### config.mk
export PLATFORM = sky130hd
export DESIGN_NAME = regfile_mp
export DESIGN_NICKNAME = d
export VERILOG_FILES = /design/src/rtl/regfile_pkg.sv /design/src/rtl/regfile_clear_seq.sv /design/src/rtl/regfile_mp.sv
export SDC_FILE = /design/constraint.sdc
export NUM_CORES = 1
export LEC_CHECK = 0
export ABC_CLOCK_PERIOD_IN_PS = 4800
export BUFFER_PORTS_ARGS = -buffer_cell sky130_fd_sc_hd__buf_2
export CORE_MARGIN = 2
export CORE_UTILIZATION = 30
export CTS_BUF_LIST = sky130_fd_sc_hd__clkbuf_8
export DETAILED_ROUTE_END_ITERATION = 8
export GPL_TIMING_DRIVEN = 0
export HOLD_SLACK_MARGIN = 0.06
export PLACE_DENSITY = 0.46
export REMOVE_ABC_BUFFERS = 1
export SLEW_MARGIN = 20
export SYNTH_ARGS = -nofsm -noshare
export SYNTH_HDL_FRONTEND = slang
export SYNTH_SLANG_ARGS = --single-unit
### constraint.sdc
create_clock -name clk -period 4.8 [get_ports clk]
set_input_delay 0.24 -clock clk [delete_from_list [all_inputs] [get_ports clk]]
set_output_delay 0.24 -clock clk [all_outputs]
set_load 0.02 [all_outputs]
### src/rtl/regfile_pkg.sv
// Shared types, default sizes and port-slicing helpers for the multi-port register file.
package regfile_pkg;

  localparam int unsigned RF_M  = 4;
  localparam int unsigned RF_N  = 15;
  localparam int unsigned RF_W  = 8;
  localparam int unsigned RF_NR = 3;

  typedef enum logic {
    RF_IDLE  = 1'b0,
    RF_CLEAR = 1'b1
  } rf_state_e;

  // Bit offset of port k inside a flattened address bus of m bits per port.
  function automatic int unsigned addr_of(input int unsigned k, input int unsigned m);
    return k * m;
  endfunction

  // Bit offset of port k inside a flattened data bus of w bits per port.
  function automatic int unsigned data_of(input int unsigned k, input int unsigned w);
    return k * w;
  endfunction

endpackage

### src/rtl/regfile_clear_seq.sv
// Bulk-clear sequencer: walks the word address from 0 to N-1, one word per cycle.
module regfile_clear_seq
  import regfile_pkg::*;
#(
  parameter int unsigned M = RF_M,
  parameter int unsigned N = RF_N
) (
  input  logic         clk,
  input  logic         rst_n,
  input  logic         clear_req,
  output logic         clr_busy,
  output logic [M-1:0] clr_addr
);

  localparam logic [M-1:0] LAST_ADDR = M'(N - 1);

  rf_state_e    state_q, state_d;
  logic [M-1:0] cnt_q, cnt_d;
  logic         busy_q, busy_d;

  always_ff @(posedge clk or negedge rst_n) begin
    if (!rst_n) begin
      state_q <= RF_IDLE;
      cnt_q   <= '0;
      busy_q  <= 1'b0;
    end else begin
      state_q <= state_d;
      cnt_q   <= cnt_d;
      busy_q  <= busy_d;
    end
  end

  // Requests arriving while a sweep is running are dropped, not queued.
  always_comb begin
    state_d = state_q;
    case (state_q)
      RF_IDLE:  if (clear_req) state_d = RF_CLEAR;
      RF_CLEAR: if (cnt_q == LAST_ADDR) state_d = RF_IDLE;
      default:  state_d = RF_IDLE;
    endcase
  end

  always_comb begin
    busy_d = (state_d == RF_CLEAR);
    cnt_d  = '0;
    if (state_q == RF_CLEAR && state_d == RF_CLEAR) cnt_d = cnt_q + M'(1);
  end

  assign clr_busy = busy_q;
  assign clr_addr = cnt_q;

endmodule

### src/rtl/regfile_mp.sv
// Parametrised NR-read / 1-write register file with write-first bypass,
// out-of-range protection, read-valid flag and a sequenced bulk clear.
module regfile_mp
  import regfile_pkg::*;
#(
  parameter int unsigned M  = RF_M,
  parameter int unsigned N  = RF_N,
  parameter int unsigned W  = RF_W,
  parameter int unsigned NR = RF_NR
) (
  input  logic            clk,
  input  logic            rst_n,
  input  logic            ReadEn,
  input  logic [NR*M-1:0] ReadReg,
  input  logic            WriteEn,
  input  logic [M-1:0]    WriteReg,
  input  logic [W-1:0]    WriteData,
  input  logic            ClearReq,
  output logic [NR*W-1:0] ReadData,
  output logic            ReadValid,
  output logic            ClearBusy,
  output logic            WriteDrop
);

  localparam int unsigned MA = M + 1;
  localparam logic [M:0]  N_LIM = MA'(N);

  function automatic logic in_range(input logic [M-1:0] a);
    return {1'b0, a} < N_LIM;
  endfunction

  logic         clr_busy;
  logic [M-1:0] clr_addr;
  logic         wr_ok;
  logic [W-1:0] mem_q [N];
  logic [W-1:0] mem_d [N];
  logic         valid_q, valid_d;
  logic         drop_q, drop_d;

  regfile_clear_seq #(.M(M), .N(N)) u_clear_seq (
    .clk      (clk),
    .rst_n    (rst_n),
    .clear_req(ClearReq),
    .clr_busy (clr_busy),
    .clr_addr (clr_addr)
  );

  // Writes are accepted only outside the clear sweep and only to existing words.
  always_comb begin
    wr_ok   = WriteEn && !clr_busy && in_range(WriteReg);
    drop_d  = WriteEn && !wr_ok;
    valid_d = ReadEn;
    for (int unsigned i = 0; i < N; i++) begin
      mem_d[i] = mem_q[i];
      if (clr_busy && clr_addr == M'(i))     mem_d[i] = '0;
      else if (wr_ok && WriteReg == M'(i))   mem_d[i] = WriteData;
    end
  end

  always_ff @(posedge clk or negedge rst_n) begin
    if (!rst_n) begin
      for (int unsigned i = 0; i < N; i++) mem_q[i] <= '0;
      valid_q <= 1'b0;
      drop_q  <= 1'b0;
    end else begin
      mem_q   <= mem_d;
      valid_q <= valid_d;
      drop_q  <= drop_d;
    end
  end

  // Per-port read: clear and write bypass take priority over the stored word.
  for (genvar k = 0; k < NR; k++) begin : g_rd
    logic [M-1:0] raddr;
    logic [W-1:0] rd_d, rd_q;

    assign raddr = ReadReg[addr_of(k, M) +: M];

    always_comb begin
      rd_d = rd_q;
      if (ReadEn) begin
        rd_d = '0;
        if (!in_range(raddr) || (clr_busy && raddr == clr_addr)) rd_d = '0;
        else if (wr_ok && raddr == WriteReg)                     rd_d = WriteData;
        else begin
          for (int unsigned i = 0; i < N; i++)
            if (raddr == M'(i)) rd_d = mem_q[i];
        end
      end
    end

    always_ff @(posedge clk or negedge rst_n) begin
      if (!rst_n) rd_q <= '0;
      else        rd_q <= rd_d;
    end

    assign ReadData[data_of(k, W) +: W] = rd_q;
  end

  assign ReadValid = valid_q;
  assign ClearBusy = clr_busy;
  assign WriteDrop = drop_q;

endmodule

==> results.json, run 1 <==
{
  "path_clk_slew_ns": 0.11,
  "ys_seq_area_share_pct": 37.5,
  "arrival_ns": 3.63,
  "dieHeight_um": 187,
  "rr_startpoint": "u_clear_seq.state_q",
  "clock.fmax_mhz": 308,
  "core_area_mm2": 0.0333,
  "rsz0062_at_grt": "false",
  "synthesis.area_mm2": 0.0101,
  "dp_hpwl_um": 31100,
  "gp_congestion": 0.956,
  "final_util_pct": 33.3,
  "leakage_uw": 0.00461,
  "min_path_type": "in2reg",
  "overflow": 0,
  "cap_violations": 0,
  "first_pass_iters": 7,
  "powerDensity_mw_per_mm2": 389,
  "grtUsageTotal_pct": 26.4,
  "finalSetupViolations": 0,
  "cp_slowest_cell": "dfrtp_1",
  "placed_area_mm2": 0.0105,
  "layout-drive-gt1-share_pct": 13.3,
  "wl_per_cell_um": 30.1,
  "syn_inst": 1088,
  "std_cell_rows": 67,
  "timing.critical_path.to_type": "flop",
  "numPortBuffers": 55,
  "min_period_ns": 3.25,
  "ys_seq_elements": 151,
  "fin_worst_skew_ns": 0.0198,
  "critical_path_class": "reg2reg",
  "syn_avg_cell_area_um2": 9.26,
  "grt_pass1_wl_um": 67700,
  "slew-limit-headroom_pct": 19.7,
  "area_delta_synth_final_pct": 10.1,
  "ff_latch_area_mm2": 0.00378,
  "setup_tns_ns": 0,
  "clockBufferDepth": 2,
  "irDropWorstVdd_uv": 302,
  "yosys_warnings": 0,
  "drv_slew": 0,
  "hold_viol": 0,
  "holdPathStages": 3,
  "post-route-period-util_pct": 67.6,
  "multiInputGateArea_mm2": 0.00578,
  "die_w_um": 187,
  "clk_latency_ns": 0.52,
  "viasPerCell": 6.33,
  "critPathMaxStageDelay_ns": 0.88,
  "final_nets": 1103,
  "postRouteAntennaNets": 0,
  "worstSetupStartpoint": "u_clear_seq.state_q",
  "final_area_mm2": 0.0111,
  "synth-edff-count": 0,
  "cts-root-buf": "clkbuf_8",
  "total_power_uw": 4310,
  "cts_buffers": 17,
  "grt_max_degree": 90,
  "synth_ff_type": "dfrtp_1",
  "synth.distinct_cells": 76,
  "reg2reg_depth": 6,
  "drc": 0,
  "status": "completed",
  "yosys-top-cells-count": "dfrtp_1, a22o_1, nand2_1",
  "vias": 9687,
  "whs_ns": 0.191,
  "antenna_found_initial": 0,
  "synthArstFlopShare_pct": 100,
  "yosysMostFrequentCell": "dfrtp_1",
  "drt_iter0_markers": 1105,
  "start_util_pct": 30.3,
  "diodes": 0,
  "synth_top_area_share_pct": 37.5,
  "nFillCells": 3519,
  "cp.required_ns": 5.18,
  "num_io_pins": 56,
  "path_max_fanout": 22,
  "worstMarginPinSlew_ns": 1.20,
  "cts_tree": "done",
  "totalWireLength_um": 46100,
  "postCtsSetupRepairBufs": 0,
  "synth_area_leaders": "dfrtp_1, a22o_1, mux2i_1",
  "crit_chain": "nand2b_1 -> a41oi_1 -> nand2_1 -> o21ai_0 -> a2111oi_0 -> o32ai_1",
  "worst_setup_path_start_kind": "flop",
  "cts-htree-levels": 4,
  "yosys.area.top_type": "dfrtp_1",
  "clock_sinks": 151,
  "dieArea_mm2": 0.0351,
  "hold_start": "WriteData[3]",
  "grt_pass1_vias": 9442
}
==> metal layers <==
metal	up-vias	GRT usage [%]	wire [µm]
met5	-	0	0
met4	0	12.4	1880
met3	91	4.07	3030
met2	488	41.3	21200
met1	4974	35.8	20000
li1	4134	-	-
==> layout by cell type (no fill, tap or decap), drive strengths merged, types with 8 or more instances in the layout <==
cell type  instances
o211ai             9
mux2i             44
nor2              81
dfrtp            151
nand2             81
nor2b             25
nand3             17
o2bb2ai           10
mux4              15
o221ai            11
a211oi            14
o22ai             16
a21oi             51
clkbuf            17
a22oi             24
mux2              17
nand2b            20
nor4               8
o21ai             72
xor2              18
nor3              19
a31oi             22
inv               27
buf               57
a22o             119
==> repair_timing <==
| action | CTS | global route |
|---|---|---|
| resized for setup | 0 | 0 |
| hold buffers | 4 | 0 |
| endpoints found under the hold margin | 65 | 0 |
==> critical path, delay by kind of cell (launching register included) <==
| kind | cells | cell delay, ns |
|---|---|---|
| flip-flops | 1 | 0.88 |
| AND/OR/NAND/NOR | 2 | 0.96 |
| AO/OA/AOI/OAI | 4 | 1.26 |
==> flip-flops by register name, summed over array words and instances, names as in the netlist <==
| signal | cells |
|---|---|
| ReadValid | 1 |
| WriteDrop | 1 |
| g_rd.rd_q | 24 |
| mem_q | 120 |
| u_clear_seq.clr_addr | 4 |
| u_clear_seq.state_q | 1 |
==> metrics by stage <==
| stage | setup WS [ns] | cells |
|---|---|---|
| 4_1_cts | 1.56 | 1531 |
| 3_5_place_dp | 1.41 | 1495 |
| 6_report | 1.55 | 1531 |
| 5_1_grt | 1.39 | 1531 |
| 2_1_floorplan | 2.59 | 990 |
| 3_3_place_gp | 0.933 | 1493 |
==> power by group <==
group          total [µW]  internal (µW)  switching, µW  leakage, µW
clock network        1260            674            584     0.000232
registers            1830           1480            344      0.00206
logic                1220            455            769      0.00232
total                4310           2610           1700      0.00461
==> area by class of cell <==
cell class	instances	share of cell area, %
clock buffer	17	2.11
tap	448	5.05
sequential	151	34.1
multi-input combinational	812	52.1
inverter	27	0.913
clock inverter	15	2.27
timing repair buffer	61	3.50
==> path summary, 6_finish.rpt <==
kind                                   end  slack [ns]
setup reg to reg           g_rd[1].rd_q[5]        1.55
min in group asynchronous       mem_q[117]        0.28
hold reg to reg            g_rd[0].rd_q[1]        0.50
hold / removal                    mem_q[3]        0.19
max in group asynchronous  g_rd[2].rd_q[2]        3.61
setup / recovery           g_rd[1].rd_q[5]        1.55
==> logic make-up after synthesis <==
family,synth area share (%)
and+or+nand+nor,14.0
muxes,9.62
DFF,37.5
AOI/OAI and AO/OA,30.6
adders and majority gates,0.497
xor gates and xnor gates,2.17
buffers and inverters,5.66
(Power assumes the default switching activity.)
==> run 2: changes to the inputs <==
--- a/config.mk
+++ b/config.mk
@@ -5,7 +5,7 @@
 export SDC_FILE = /design/constraint.sdc
 export NUM_CORES = 1
 export LEC_CHECK = 0
-export ABC_CLOCK_PERIOD_IN_PS = 4800
+export ABC_CLOCK_PERIOD_IN_PS = 2900
 export BUFFER_PORTS_ARGS = -buffer_cell sky130_fd_sc_hd__buf_2
 export CORE_MARGIN = 2
 export CORE_UTILIZATION = 30
@@ -13,7 +13,7 @@
 export DETAILED_ROUTE_END_ITERATION = 8
 export GPL_TIMING_DRIVEN = 0
 export HOLD_SLACK_MARGIN = 0.06
-export PLACE_DENSITY = 0.46
+export PLACE_DENSITY = 0.48
 export REMOVE_ABC_BUFFERS = 1
 export SLEW_MARGIN = 20
 export SYNTH_ARGS = -nofsm -noshare
==> constraint.sdc (replaced) <==
create_clock -name clk -period 2.9 [get_ports clk]
set_input_delay 0.145 -clock clk [delete_from_list [all_inputs] [get_ports clk]]
set_output_delay 0.145 -clock clk [all_outputs]
set_load 0.02 [all_outputs]
==> run 2 against run 1 <==
Net effect: sequential share of layout area is 0.12 points higher; clock power is 47% higher; final area is 0.30% lower; critical path type unchanged; first-iteration DRC count is 14% higher; die area stayed put; largest power group unchanged; final cell count stayed put; total power is 60% higher; combinational power is 67% higher; worst hold slack worse by 0.053 ns; clock-buffer cell count stayed put.
==> results.json, run 2 (same netlist as run 1, synthesis figures left out) <==
{
  "status": "completed",
  "grt_pass1_wl_um": 66200,
  "num_io_pins": 56,
  "wl_per_cell_um": 29.5,
  "start_util_pct": 30.3,
  "cts_tree": "done",
  "dieHeight_um": 187,
  "clockBufferDepth": 2,
  "critical_path_class": "reg2reg",
  "nFillCells": 3448,
  "arrival_ns": 3.10,
  "vias": 9738,
  "viasPerCell": 6.36,
  "cts-htree-levels": 4,
  "diodes": 0,
  "std_cell_rows": 67,
  "postRouteAntennaNets": 0,
  "cap_violations": 0,
  "path_max_fanout": 22,
  "totalWireLength_um": 45200,
  "final_area_mm2": 0.0111,
  "cts-root-buf": "clkbuf_8",
  "antenna_found_initial": 0,
  "layout-drive-gt1-share_pct": 13.6,
  "first_pass_iters": 6,
  "timing.critical_path.to_type": "flop",
  "drc": 0,
  "min_period_ns": 2.75,
  "hold_viol": 0,
  "drv_slew": 0,
  "grt_pass1_vias": 9398,
  "die_w_um": 187,
  "dp_hpwl_um": 30700,
  "cp.required_ns": 3.25,
  "top_register": "mem_q",
  "area_delta_synth_final_pct": 9.76,
  "post-route-period-util_pct": 94.7,
  "cts_buffers": 17,
  "numPortBuffers": 55,
  "slew-limit-headroom_pct": 18.6,
  "gp_congestion": 0.942,
  "leakage_uw": 0.00460,
  "largest_reg_flops": 120,
  "powerDensity_mw_per_mm2": 622,
  "irDropWorstVdd_uv": 414,
  "min_path_type": "in2reg",
  "rsz0062_at_grt": "false",
  "fin_worst_skew_ns": 0.0271,
  "clk_latency_ns": 0.48,
  "worst_setup_path_start_kind": "flop",
  "clock.fmax_mhz": 364,
  "whs_ns": 0.139,
  "worstMarginPinSlew_ns": 1.22,
  "postCtsSetupRepairBufs": 0,
  "dieArea_mm2": 0.0351,
  "layout_common_cells": "dfrtp_1, a22o_1, nand2_1, nor2_1, o21ai_0",
  "clock_sinks": 151,
  "placed_area_mm2": 0.0106,
  "core_area_mm2": 0.0333,
  "path_clk_slew_ns": 0.09,
  "overflow": 0,
  "grtUsageTotal_pct": 25.6,
  "grt_max_degree": 80,
  "drt_iter0_markers": 1264,
  "finalSetupViolations": 0,
  "final_nets": 1104,
  "final_common_cell": "dfrtp_1"
}
==> run 2: changes by cell type in the layout (fill, tap and decap cells not counted), sizes merged <==
cell,change
clkbuf,+1
clkinvlp,-1
bufinv,-2
inv,+2
==> run 2: worst max-delay path, stage by stage, from the launching register on <==
cell and delay, ns:
dfrtp_2 0.59, nand2b_1 0.26, nor2_1 0.09, nand2_1 0.15
nor2_1 0.87, a31oi_2 0.36, a22o_1 0.30
==> run 2: path summary, 6_finish.rpt <==
check / startpoint / end / slack, ns / depth (start not counted)
min: WriteData[3] / mem_q[3] / 0.14 / 3
max in group asynchronous: rst_n / u_clear_seq.state_q / 1.76 / 3
min reg2reg: g_rd[0].rd_q[1] / g_rd[0].rd_q[1] / 0.50 / 1
max reg2reg: u_clear_seq.state_q / mem_q[37] / 0.15 / 6
max: u_clear_seq.state_q / mem_q[37] / 0.15 / 6
min in group asynchronous: rst_n / mem_q[112] / 0.27 / 2
==> run 2: timing repair <==
action,in CTS,in global routing
hold buffers,4,0
gates resized for setup,4,4
setup endpoints to repair,13,77
endpoints found under the hold margin,84,0
==> run 2: final cells by class <==
cell class	instances	area, µm²	share of cell area [%]
multi-input combinational	812	5800	52.4
sequential	151	3780	34.2
clock inverter	14	184	1.66
tap	448	561	5.07
timing repair buffer	62	403	3.64
clock buffer	17	234	2.12
inverter	27	101	0.916
==> run 2: stage by stage <==
stage               std cells  power (µW)  utilization (%)  setup slack (ns)  TNS (ns)
finish                   1531        6880             33.2             0.153         0
global route             1531        7190             33.2            0.0471         0
CTS                      1531        6850             33.2           0.00564         0
detailed placement       1496        5000             31.8            -0.366     -1.17
global placement         1493        4960             31.4            -0.891   -138.36
floorplan                 990        4000                -             0.692         0
==> run 2: metal layers <==
metal	share of wire (%)	track usage, %	up-vias	wire (µm)
met5	0	0	-	0
met4	3.5	9.31	0	1600
met3	8.4	4.67	86	3790
met2	46	40.1	554	20700
met1	42	35.3	4969	19200
li1	-	-	4129	-
==> run 2: power by group <==
part           total [µW]  switching, µW  internal, µW  leakage [µW]
clock network        1850            918           927      0.000214
logic                2040           1280           756       0.00233
registers            3000            545          2460       0.00206
==> run 3: changes to the inputs <==
--- a/config.mk
+++ b/config.mk
@@ -13,7 +13,7 @@
 export DETAILED_ROUTE_END_ITERATION = 8
 export GPL_TIMING_DRIVEN = 0
 export HOLD_SLACK_MARGIN = 0.06
-export PLACE_DENSITY = 0.48
+export PLACE_DENSITY_LB_ADDON = 0.2
 export REMOVE_ABC_BUFFERS = 1
 export SLEW_MARGIN = 20
 export SYNTH_ARGS = -nofsm -noshare
==> run 3 against run 2 <==
Net effect: sequential cell count did not move; final cell count rose by 0.13%; combinational power barely moved; sequential power barely moved; clock skew fell by 0.012 ns; global-route usage rose by 0.49 points; highest routed layer unchanged; non-clock buffer count did not move; clock power fell by 14%; critical path depth did not move; sequential share of layout area rose by 0.17 points; die area did not move; critical endpoint is now g_rd[1].rd_q[7]; via count rose by 0.99%; largest cell class unchanged.
==> results.json, run 3 (same netlist as run 1, synthesis figures left out) <==
{
  "status": "completed",
  "p_clk_share_pct": 24.0,
  "multiInputGateArea_mm2": 0.00580,
  "cp-endpoint": "g_rd[1].rd_q[7]",
  "top_register": "mem_q",
  "totalWireLength_um": 45300,
  "cts-root-buf": "clkbuf_8",
  "dp_hpwl_um": 30500,
  "wl_per_cell_um": 29.5,
  "finalSetupViolations": 0,
  "powerDensity_mw_per_mm2": 603,
  "clock.fmax_mhz": 349,
  "met3_usage_pct": 3.66,
  "dieHeight_um": 187,
  "post-route-period-util_pct": 98.9,
  "grt_pass1_wl_um": 67700,
  "fin_worst_skew_ns": 0.0151,
  "clockBufferDepth": 2,
  "postCtsSetupRepairBufs": 0,
  "grtUsageTotal_pct": 26.1,
  "largest_reg_flops": 120,
  "postRouteAntennaNets": 0,
  "start_util_pct": 30.3,
  "critPathMaxStageDelay_ns": 0.85,
  "seqPwrFrac_pct": 45.4,
  "met1_usage_pct": 36.0,
  "hold_viol": 0,
  "final_area_mm2": 0.0110,
  "setup_tns_ns": 0,
  "min_period_ns": 2.87,
  "switching_power_uw": 2810,
  "crit_family": "compound AO/OA/AOI/OAI gates",
  "worstSetupStartpoint": "ReadReg[5]",
  "dp_slack_ns": -0.453,
  "reg2reg_slack_ns": 0.11,
  "nFillCells": 3464,
  "clock_sinks": 151,
  "cp_num_buf_inv": 1,
  "worstReg2RegEnd": "mem_q[33]",
  "cts_buffers": 17,
  "layout-drive-gt1-share_pct": 13.8,
  "pwr-share-comb_pct": 30.7,
  "placed_area_mm2": 0.0106,
  "num_io_pins": 56,
  "slew-limit-headroom_pct": 23.5,
  "final_common_cell": "dfrtp_1",
  "swShare_pct": 42.3,
  "grtUsageMet2_pct": 41.0,
  "timing.critical_path.to_type": "flop",
  "cp.depth": 6,
  "internal-power_uw": 3830,
  "std_cell_rows": 67,
  "leakage_uw": 0.00456,
  "vias": 9834,
  "critical_path_class": "in2reg",
  "numPortBuffers": 55,
  "ff_latch_area_mm2": 0.00378,
  "crit_chain": "buf_2 -> nor2b_2 -> a21oi_1 -> a211oi_1 -> nor3_1 -> o32ai_1",
  "antenna_found_initial": 0,
  "grt-busiest-layer": "met2",
  "gp_congestion": 0.961,
  "grt_max_degree": 84,
  "drv_slew": 0,
  "whs_ns": 0.128,
  "path_max_fanout": 45,
  "grt_pass1_vias": 9535,
  "min_path_type": "in2reg",
  "die_w_um": 187,
  "core_area_mm2": 0.0333,
  "drt_iter0_markers": 1189,
  "final_nets": 1104,
  "worstMarginPinSlew_ns": 1.14,
  "layout_common_cells": "dfrtp_1, a22o_1, nand2_1, nor2_1, o21ai_0",
  "timing.final.ws_setup_ns": 0.0325,
  "cap_violations": 0,
  "cp_slowest_cell": "nor2b_2",
  "dieArea_mm2": 0.0351,
  "arrival_ns": 3.26,
  "area_delta_synth_final_pct": 9.20,
  "drc": 0,
  "reg2reg_depth": 6,
  "cts-htree-levels": 4,
  "viasPerCell": 6.41,
  "cp.required_ns": 3.29,
  "worst_setup_path_start_kind": "input pin",
  "clk_latency_ns": 0.48,
  "path_clk_slew_ns": 0.10,
  "overflow": 0,
  "final_util_pct": 33.1,
  "cts_tree": "done",
  "rr_startpoint": "u_clear_seq.state_q",
  "irDropWorstVdd_uv": 365,
  "first_pass_iters": 5,
  "rsz0062_at_grt": "false"
}
-- run 3: final cells by class --
class	instances	share of cell area, %
multi-input combinational	812	52.7
sequential	151	34.3
clock buffer	17	2.13
clock inverter	15	1.13
timing repair buffer	62	3.66
antenna	1	0.0227
inverter	27	0.921
tap	448	5.09
-- run 3: worst reg2reg max path, delay by kind of cell, from the launching register on --
| family | cells | cell delay [ns] |
|---|---|---|
| flip-flops | 1 | 0.60 |
| AO/OA/AOI/OAI | 2 | 0.67 |
| AND/OR/NAND/NOR | 4 | 1.42 |
-- run 3: worst min-delay path by stage --
| stage | start | depth (start not counted) | to | slack [ns] |
|---|---|---|---|---|
| 4_1_cts | WriteData[6] | 3 | mem_q[6] | 0.11 |
| 6_report | WriteData[6] | 3 | mem_q[6] | 0.13 |
| 2_1_floorplan | rst_n | 0 | ReadValid | -0.15 |
| 3_3_place_gp | ClearReq | 2 | u_clear_seq.state_q | 0.35 |
| 3_5_place_dp | rst_n | 1 | mem_q[94] | 0.15 |
| 5_1_grt | WriteData[6] | 3 | mem_q[6] | 0.13 |
-- run 3: power groups by stage --
stage          Sequential, µW  Combinational (µW)  Clock, µW
2_1_floorplan            2900                1100          0
3_5_place_dp             3010                1980          0
6_report                 3010                2030       1590
4_1_cts                  2980                1980       1610
3_3_place_gp             3010                1940          0
5_1_grt                  3060                2190       1700
-- run 3: metrics by stage --
step | power, µW | std cells
3_5_place_dp | 4990 | 1496
5_1_grt | 6940 | 1532
2_1_floorplan | 4000 | 990
3_3_place_gp | 4950 | 1493
6_report | 6640 | 1533
4_1_cts | 6570 | 1532
-- run 3: metal layers --
layer  share of wire [%]  vias up  wire [µm]
met5                   0        -          0
met4                 3.7        0       1680
met3                 6.8       90       3090
met2                  47      513      21300
met1                  42     5095      19200
li1                    -     4136          -
-- run 3: timing repair --
| action | in CTS | in global routing |
|---|---|---|
| hold buffers | 4 | 0 |
| endpoints found under the hold margin | 73 | 0 |
| endpoints found under the setup margin | 18 | 76 |
| resized for setup | 3 | 1 |
